File: src/rtl/execute_cycle_pkg.sv
// Shared encodings and EX/MEM record for the execute stage.
// Holds the ALU op codes, forward-select codes and the operand mux helper.
package execute_cycle_pkg;

  localparam logic [2:0] ALU_ADD = 3'b000;
  localparam logic [2:0] ALU_SUB = 3'b001;
  localparam logic [2:0] ALU_AND = 3'b010;
  localparam logic [2:0] ALU_OR  = 3'b011;
  localparam logic [2:0] ALU_SLT = 3'b101;

  localparam logic [1:0] FWD_REG = 2'b00;
  localparam logic [1:0] FWD_WB  = 2'b01;
  localparam logic [1:0] FWD_MEM = 2'b10;

  typedef struct packed {
    logic        reg_write;
    logic        mem_write;
    logic        result_src;
    logic [4:0]  rd;
    logic [31:0] alu_result;
    logic [31:0] write_data;
    logic [31:0] pc_plus4;
  } exmem_t;

  // Code 11 is unused by the hazard unit and falls back to the register value.
  function automatic logic [31:0] fwd_select(input logic [1:0]  sel,
                                             input logic [31:0] reg_val,
                                             input logic [31:0] wb_val,
                                             input logic [31:0] mem_val);
    logic [31:0] res;
    case (sel)
      FWD_WB:  res = wb_val;
      FWD_MEM: res = mem_val;
      default: res = reg_val;
    endcase
    return res;
  endfunction

endpackage

File: src/rtl/execute_cycle_alu.sv
// 32-bit ALU: add/sub/and/or/signed slt, purely combinational, zero flag.
// No backpressure; unassigned op codes produce 0.
module alu
  import execute_cycle_pkg::*;
(
  input  logic [31:0] A,
  input  logic [31:0] B,
  input  logic [2:0]  ALUControl,
  output logic [31:0] Result,
  output logic        Zero
);

  always_comb begin
    Result = '0;
    case (ALUControl)
      ALU_ADD: Result = A + B;
      ALU_SUB: Result = A - B;
      ALU_AND: Result = A & B;
      ALU_OR:  Result = A | B;
      ALU_SLT: Result = {31'b0, ($signed(A) < $signed(B))};
      default: Result = '0;
    endcase
  end

  assign Zero = (Result == 32'h0);

endmodule

File: src/rtl/execute_cycle.sv
// EX stage: forwarding muxes, ALU, branch resolve; EX/MEM registered, 1-cycle latency.
// No backpressure: loads every cycle; FlushM bubbles control and rd, reset clears all.
module execute_cycle
  import execute_cycle_pkg::*;
(
  input  logic        clk,
  input  logic        reset,
  input  logic        RegWriteE,
  input  logic        ALUSrcE,
  input  logic        MemWriteE,
  input  logic        ResultSrcE,
  input  logic        BranchE,
  input  logic [2:0]  ALUControlE,
  input  logic [31:0] RD1_E,
  input  logic [31:0] RD2_E,
  input  logic [31:0] Imm_ExtE,
  input  logic [31:0] PCE,
  input  logic [31:0] PCPlus4E,
  input  logic [4:0]  RD_E,
  input  logic [1:0]  ForwardAE,
  input  logic [1:0]  ForwardBE,
  input  logic [31:0] ALUResultM_fwd,
  input  logic [31:0] ResultW,
  input  logic        FlushM,
  output logic        PCSrcE,
  output logic [31:0] PCTargetE,
  output logic        RegWriteM,
  output logic        MemWriteM,
  output logic        ResultSrcM,
  output logic [4:0]  RD_M,
  output logic [31:0] ALUResultM,
  output logic [31:0] WriteDataM,
  output logic [31:0] PCPlus4M
);

  logic [31:0] src_a;
  logic [31:0] write_data;
  logic [31:0] src_b;
  logic [31:0] alu_result;
  logic        zero;
  exmem_t      exmem_d;
  exmem_t      exmem_q;

  always_comb begin
    src_a      = fwd_select(ForwardAE, RD1_E, ResultW, ALUResultM_fwd);
    write_data = fwd_select(ForwardBE, RD2_E, ResultW, ALUResultM_fwd);
    src_b      = ALUSrcE ? Imm_ExtE : write_data;
  end

  alu u_alu (
    .A          (src_a),
    .B          (src_b),
    .ALUControl (ALUControlE),
    .Result     (alu_result),
    .Zero       (zero)
  );

  assign PCSrcE    = BranchE & zero;
  assign PCTargetE = PCE + Imm_ExtE;

  // A flushed slot still carries data; only the fields that cause side effects are killed.
  always_comb begin
    exmem_d.reg_write  = RegWriteE;
    exmem_d.mem_write  = MemWriteE;
    exmem_d.result_src = ResultSrcE;
    exmem_d.rd         = RD_E;
    exmem_d.alu_result = alu_result;
    exmem_d.write_data = write_data;
    exmem_d.pc_plus4   = PCPlus4E;
    if (FlushM) begin
      exmem_d.reg_write  = 1'b0;
      exmem_d.mem_write  = 1'b0;
      exmem_d.result_src = 1'b0;
      exmem_d.rd         = '0;
    end
  end

  always_ff @(posedge clk) begin
    if (reset) begin
      exmem_q <= '0;
    end else begin
      exmem_q <= exmem_d;
    end
  end

  assign RegWriteM  = exmem_q.reg_write;
  assign MemWriteM  = exmem_q.mem_write;
  assign ResultSrcM = exmem_q.result_src;
  assign RD_M       = exmem_q.rd;
  assign ALUResultM = exmem_q.alu_result;
  assign WriteDataM = exmem_q.write_data;
  assign PCPlus4M   = exmem_q.pc_plus4;

endmodule

File: config.mk
export PLATFORM = sky130hd
export DESIGN_NAME = execute_cycle
export DESIGN_NICKNAME = d
export VERILOG_FILES = /design/src/rtl/execute_cycle_pkg.sv /design/src/rtl/execute_cycle_alu.sv /design/src/rtl/execute_cycle.sv
export SDC_FILE = /design/constraint.sdc
export NUM_CORES = 1
export LEC_CHECK = 0
export CAP_MARGIN = 20
export CORE_MARGIN = 3
export CORE_UTILIZATION = 32
export CTS_BUF_LIST = sky130_fd_sc_hd__clkbuf_8
export DETAILED_ROUTE_END_ITERATION = 7
export PLACE_DENSITY = 0.57
export SYNTH_ARGS = -nofsm -noshare
export SYNTH_HDL_FRONTEND = slang
export SYNTH_SLANG_ARGS = --single-unit
export TNS_END_PERCENT = 20
File: constraint.sdc
create_clock -name clk -period 6.6 [get_ports clk]
set_clock_uncertainty 0.2 [all_clocks]
set_input_delay 0.66 -clock clk [delete_from_list [all_inputs] [get_ports clk]]
set_output_delay 0.66 -clock clk [all_outputs]
set_load 0.05 [all_outputs]
Yosys cells after proc, flatten, opt, wreduce, memory -nomap -nowiden. Cells that the tools add are included.

Register bits: 104. Input bits: 244. Output and inout bits: 137. Word-level logic and storage cells: 29.

Add/sub/neg operators: 3. $lt $le $gt $ge: 1. Equal/unequal tests: 8. Mux-type cells: 4. Bitwise logic cells: 3. Reductions and logical operators: 3.

Operator list (count): $pmux W32 S5 (1); $pmux W32 S2 (2); $add A32 B32 Y32 (2); $and A32 B32 Y32 (1); $logic_not A32 Y1 (1); $lt A32 B32 Y1 (1); $mux W32 (1); $or A32 B32 Y32 (1); $sub A32 B32 Y32 (1); $eq A3 B2 Y1 const B (2); $eq A2 B1 Y1 const B (2); $eq A2 B2 Y1 const B (2); $eq A3 B1 Y1 const B (1); $eq A3 B3 Y1 const B (1); $logic_not A3 Y1 (1); $reduce_or A2 Y1 (1); $and A1 B1 Y1 (1).

Longest topological paths before layout.
Depth in word-level cells: 7. Mapped depth: 21.

Modules after synthesis. Synthesis repeated with hierarchy kept, for this count alone.

Cells, all modules: 1560. Area, all modules: 11212.0 um2.

Modules (own cells, without submodules): execute_cycle (instances 1, cells an instance 742, area an instance 5846.9 um2, seq. area each 2082.0 um2); alu (instances 1, cells an instance 818, area an instance 5365.1 um2, seq. area each 0.0 um2).

Worst setup path after synthesis. OpenSTA, ideal clock, no wires.

Kind: input to output. Start: input ForwardBE[0]. End: output PCSrcE. Arrival time: 5322 ps. Slack: 418 ps. Cell stages on the path: 20. Cell sequence: inv_1 > ha_1 > clkbuf_1 > clkbuf_1 > a21oi_1 > o21ai_0 > ha_1 > inv_1 > fa_1 > nand2b_1 > a21oi_1 > o22a_1 > a221o_1 > a311oi_2 > o2111a_1 > a221oi_1 > o2111ai_1 > nor4_1 > nand4_1 > nor4_2.

Word-level cells in the longest chain between the ends: 7. Elaborated cells between the ends (all ways): 12. Those cells by class: add/sub (2); order compare (1); eq/ne (2); mux (3); bitwise (3); reduce/logical (1).

RTL lines: start, declared (RTL line execute_cycle.sv:21) `input logic [1:0] ForwardBE,`; $eq A2 B2 Y1 or $eq A2 B1 Y1 (tied branches) (RTL line execute_cycle_pkg.sv:31) `case (sel)`; $pmux W32 S2 (*) (RTL line execute_cycle_pkg.sv:31); $mux W32 (*) (RTL line execute_cycle.sv:47) `src_b = ALUSrcE ? Imm_ExtE : write_data;`; $sub A32 B32 Y32 (tied with other cells) (RTL line execute_cycle_alu.sv:17) `ALU_SUB: Result = A - B;`; $pmux W32 S5 (*) (RTL line execute_cycle_alu.sv:15) `case (ALUControl)`; $logic_not A32 Y1 (*) (RTL line execute_cycle_alu.sv:25) `assign Zero = (Result == 32'h0);`; $and A1 B1 Y1 (*) (RTL line execute_cycle.sv:58) `assign PCSrcE = BranchE & zero;`; end, declared (RTL line execute_cycle.sv:25) `output logic PCSrcE,`.

Mark *: on every way between the ends. The rest lies on a longest branch, timed or not.

Worst setup path in the final report.
Start: input ForwardAE[1]. End: output PCSrcE.

Word-level cells in the longest chain between the ends: 6. Elaborated cells between the ends (all ways): 11. Those cells by class: add/sub (2); order compare (1); eq/ne (2); mux (2); bitwise (3); reduce/logical (1).

RTL lines: start, declared (RTL line execute_cycle.sv:20) `input logic [1:0] ForwardAE,`; $eq A2 B2 Y1 or $eq A2 B1 Y1 (tied branches) (RTL line execute_cycle_pkg.sv:31); $pmux W32 S2 (*) (RTL line execute_cycle_pkg.sv:31); $sub A32 B32 Y32 (tied with other cells) (RTL line execute_cycle_alu.sv:17); $pmux W32 S5 (*) (RTL line execute_cycle_alu.sv:15); $logic_not A32 Y1 (*) (RTL line execute_cycle_alu.sv:25); $and A1 B1 Y1 (*) (RTL line execute_cycle.sv:58).

Marked as above.

==> qor_table.md <==
| Parameter | Reported | Unit |
| --- | --- | --- |
| Outcome | completed | - |
| Setup slack after placement | -122 | ps |
| Max-Slew Margin vs Limit | 46.0 | % |
| Largest net degree at the start of global routing | 64 | - |
| Max cap viols | 0 | - |
| Number of clock sinks | 104 | - |
| Cell at the root of the clock tree | sky130_fd_sc_hd__clkbuf_8 | - |
| Power per Cell Area | 194 | nW/um^2 |
| Worst-case vdd ir drop | 97.1 | uV |
| Initial drt markers | 1,175 | - |
| Post-Synthesis Mean Instance Area | 7.29 | um^2 |
| Switching share of power | 45.6 | % |
| Class of the tightest hold or removal check | in -> reg | - |
| Leftover overflow at the end of global routing | 0 | - |
| Ordered list of cells on the worst path | clkdlybuf4s50_1 -> inv_1 -> ha_4 -> buf_4 -> a22oi_1 -> o21ai_1 -> ha_1 -> a21oi_2 -> o31ai_1 -> or3_1 -> a221o_1 -> a311oi_2 -> o21ai_1 -> a221oi_2 -> o2111ai_2 -> nor4_2 -> buf_4 -> nand4_1 -> nor4_2 -> buf_4 -> buf_12 | - |
| Synth Area in Adders | 17.4 | % |
| Internal Dissipation | 1740 | uW |
| Cell count after synthesis | 1,471 | - |
| # setup viols final | 0 | - |
| Worst Slack Setup Final | 260 | ps |
| Share of synthesized area occupied by flip-flops and latches | 19.4 | % |
| Synth top cells by count | sky130_fd_sc_hd__nor2_1 (178), sky130_fd_sc_hd__ha_1 (144), sky130_fd_sc_hd__a21oi_1 (128) | - |
| Leading cell type by number of instances after synthesis | sky130_fd_sc_hd__nor2_1 | - |
| Cell accounting for the most synthesized area | sky130_fd_sc_hd__dfxtp_1 | - |
| Fraction of registers with async set/reset | 0 | % |
| Initial cell density of the core | 32.7 | % |
| Top area cells in the synthesized netlist | sky130_fd_sc_hd__dfxtp_1 (19%), sky130_fd_sc_hd__ha_1 (17%), sky130_fd_sc_hd__nor2_1 (6.2%), sky130_fd_sc_hd__a21oi_1 (6.0%), sky130_fd_sc_hd__a22oi_1 (4.6%) | - |
| Pin slew with the least headroom to its limit | 801 | ps |
| Final Critical Period | 6340 | ps |
| DIE AREA | 35,700 | um^2 |
| Number of global-route vias before repair | 12,400 | - |
| Total leakage power | 0.00703 | uW |
| Num CTS Buffers | 9 | - |
| Slowest cell on the critical path | sky130_fd_sc_hd__clkdlybuf4s50_1 | - |
| Total standard cell area after synthesis | 10,700 | um^2 |
| Detailed-route wire length | 46.4 | mm |
| RSZ-0062 raised after global routing | false | - |
| Main combinational cell family by area after synthesis | compound AO/OA/AOI/OAI gates | - |
| Area of combinational cells with multiple inputs | 8120 | um^2 |
| Row cnt | 66 | - |
| Basic-gate share of the synthesized area counting and, or, nand and nor cells | 20.5 | % |
| Die X-Extent | 189 | um |
| Commonest register cell after synthesis | sky130_fd_sc_hd__dfxtp_1 | - |
| PnR Total Power | 3210 | uW |
| Number of pins with negative max-slew slack in the final report | 0 | - |
| Final net count | 2,325 | - |
| CP startpoint kind | input pin | - |
| Combined flip-flop and latch cell area | 2080 | um^2 |
| Critical Path Most Common Cell | sky130_fd_sc_hd__buf_4 | - |
| FF+latch count, synth | 104 | - |
| Worst path buffer plus inverter count | 6 | - |
| Warnings from Yosys | 0 | - |
| IO buf count | 380 | - |
| FMAX | 158 | MHz |
| Count of flip-flops with a built-in enable after synthesis | 0 | - |
| Switching power summed over all nets | 1460 | uW |
| Compound-Gate Fraction of Synth Area | 31.0 | % |
| Wire length of the first global-routing pass | 69.8 | mm |
| Antenna Violating Nets Remaining | 0 | - |
| Routability cong. | 0.964 | - |
| Post-DR wirelength/cell | 19.5 | um |
| Ratio of final minimum period to clock period | 96.1 | % |
| Worst path max stage delay | 540 | ps |
| Clock input transition at the sequential cells of the worst setup and hold paths | 120 | ps |
| Arrival time reported for the critical path endpoint | 5480 | ps |
| Count of distinct cell types in the synthesized netlist | 89 | - |
| Start-to-end type of the worst setup path | in -> out | - |
| Net count after synthesis | 1,862 | - |
| Capturing element type of the critical path | output pin | - |
| Maximum count of clock buffers along a single path | 2 | - |
| Detailed Place HPWL | 38.3 | mm |
| Clock tree from TritonCTS | yes | - |
| Cell family with the largest share of critical-path delay | compound AO/OA/AOI/OAI gates | - |
| Maximum level of the CTS H-tree | 3 | - |
| GRT Util Overall | 24.6 | % |
| Top-area cell type share of the netlist area | 19.4 | % |
| First-pass iteration count of the detailed router | 5 | - |
| Clk pwr share | 15.1 | % |
| Core footprint | 32,800 | um^2 |
| Initial antenna violation count | 2 | - |
| Xor/xnor cell area share of the yosys netlist | 3.92 | % |
| Growth of design area from synthesis to finish | 54.0 | % |
| # IOs | 381 | - |
| Total number of vias | 12,600 | - |
| Via/cell ratio | 5.31 | - |
| Number of fill cells in the layout | 3,296 | - |
| Hold violation count in the final report | 0 | - |
| Required @ worst endpoint | 5740 | ps |
| Die H | 189 | um |
| Total inserted antenna cells | 0 | - |
| Combinational power share | 63.5 | % |
| Sequential fraction of design power | 21.4 | % |
| Post-detailed-route DRC marker count | 0 | - |
| Fraction of final layout cells with drive strength greater than 1 | 12.8 | % |
| Mux contribution to synthesized area | 0.584 | % |
| Max Fanout on Critical Path | 10 | - |
## final timing paths
| kind | endpoint | depth (start not counted) | startpoint |
|---|---|---|---|
| worst min-delay path | ALUResultM[7] | 2 | reset |
| worst max-delay path | PCSrcE | 21 | ForwardAE[1] |
## through the flow
step	area, um^2	std cells	setup TNS [ps]	hold WS (ps)	utilization (%)
4_1_cts	16100	2367	0	459	49.1
3_5_place_dp	15900	2353	-122	907	48.4
3_3_place_gp	15900	2353	-83.8	923	48.4
6_report	16500	2379	0	467	50.4
2_1_floorplan	10700	1471	0	582	-
5_1_grt	16500	2379	0	492	50.4
## sequential cells by signal (all words and copies together), names as in the netlist
name        flops
PCPlus4M       32
RegWriteM       1
MemWriteM       1
ALUResultM     32
WriteDataM     32
ResultSrcM      1
RD_M            5
## cell type report
class                   instances  area share (%)
clock inverters                 4           0.470
repair buffers                535            30.9
inverters                     116            2.64
well taps                     442            3.35
clock buffers                  10           0.834
multi-input cells            1168            49.2
flip-flops and latches        104            12.6
## per-layer routing
metal,vias up,global-route usage (%),routed length (um)
met5,-,0,11
met4,2,5.33,727
met3,52,6.26,4690
met2,581,38.9,20100
met1,5850,33.7,20900
li1,6136,-,-
## repair_timing
| action | 4_1_cts | 5_1_grt |
|---|---|---|
| cloned | 0 | 2 |
| gates resized for setup | 5 | 87 |
| setup buffers | 0 | 10 |
| hold buffers | 0 | 0 |
| endpoints found under the setup margin | 1 | 1 |
| pin swaps | 0 | 22 |
## power by group through the flow
stage	clock, uW	sequential (uW)	combinational [uW]
2_1_floorplan	0	864	1000
3_3_place_gp	0	700	1950
3_5_place_dp	0	701	1950
4_1_cts	500	687	1960
5_1_grt	515	691	2190
6_report	483	686	2040
## layout by cell type (no fill, tap or decap), drive strengths merged, types with 5 or more instances in the layout
cell           netlist  routed
a2111oi              6       6
a211oi              26      26
a21o                29      29
a21oi              129     129
a22oi               66      66
a31oi               17      17
and2                12      12
and3                 6       6
buf                 21     157
clkbuf              62      12
clkdlybuf4s50        0     373
dfxtp              104     104
ha                 144     144
inv                114     115
nand2              119     119
nand2b              10      10
nand3               19      19
nand4               11      11
nor2               178     178
nor2b               48      48
nor3                24      24
nor4                13      13
o2111ai              8       8
o211ai              15      15
o21a                10      10
o21ai              109     109
o21bai              13      13
o22ai                5       5
o31a                 5       5
o31ai               10      10
or2                  6       6
or3                 12      12
xnor2               34      34
xor2                14      14
## cells by family after synthesis
kind of cell             Yosys count
adder cells (fa/ha/maj)          147
AO/OA/AOI/OAI                    497
XOR/XNOR                          48
multiplexers                       5
flip-flops                       104
AND/OR/NAND/NOR                  471
buffers and inverters            199
No activity file was read; power rests on OpenSTA's default activity.
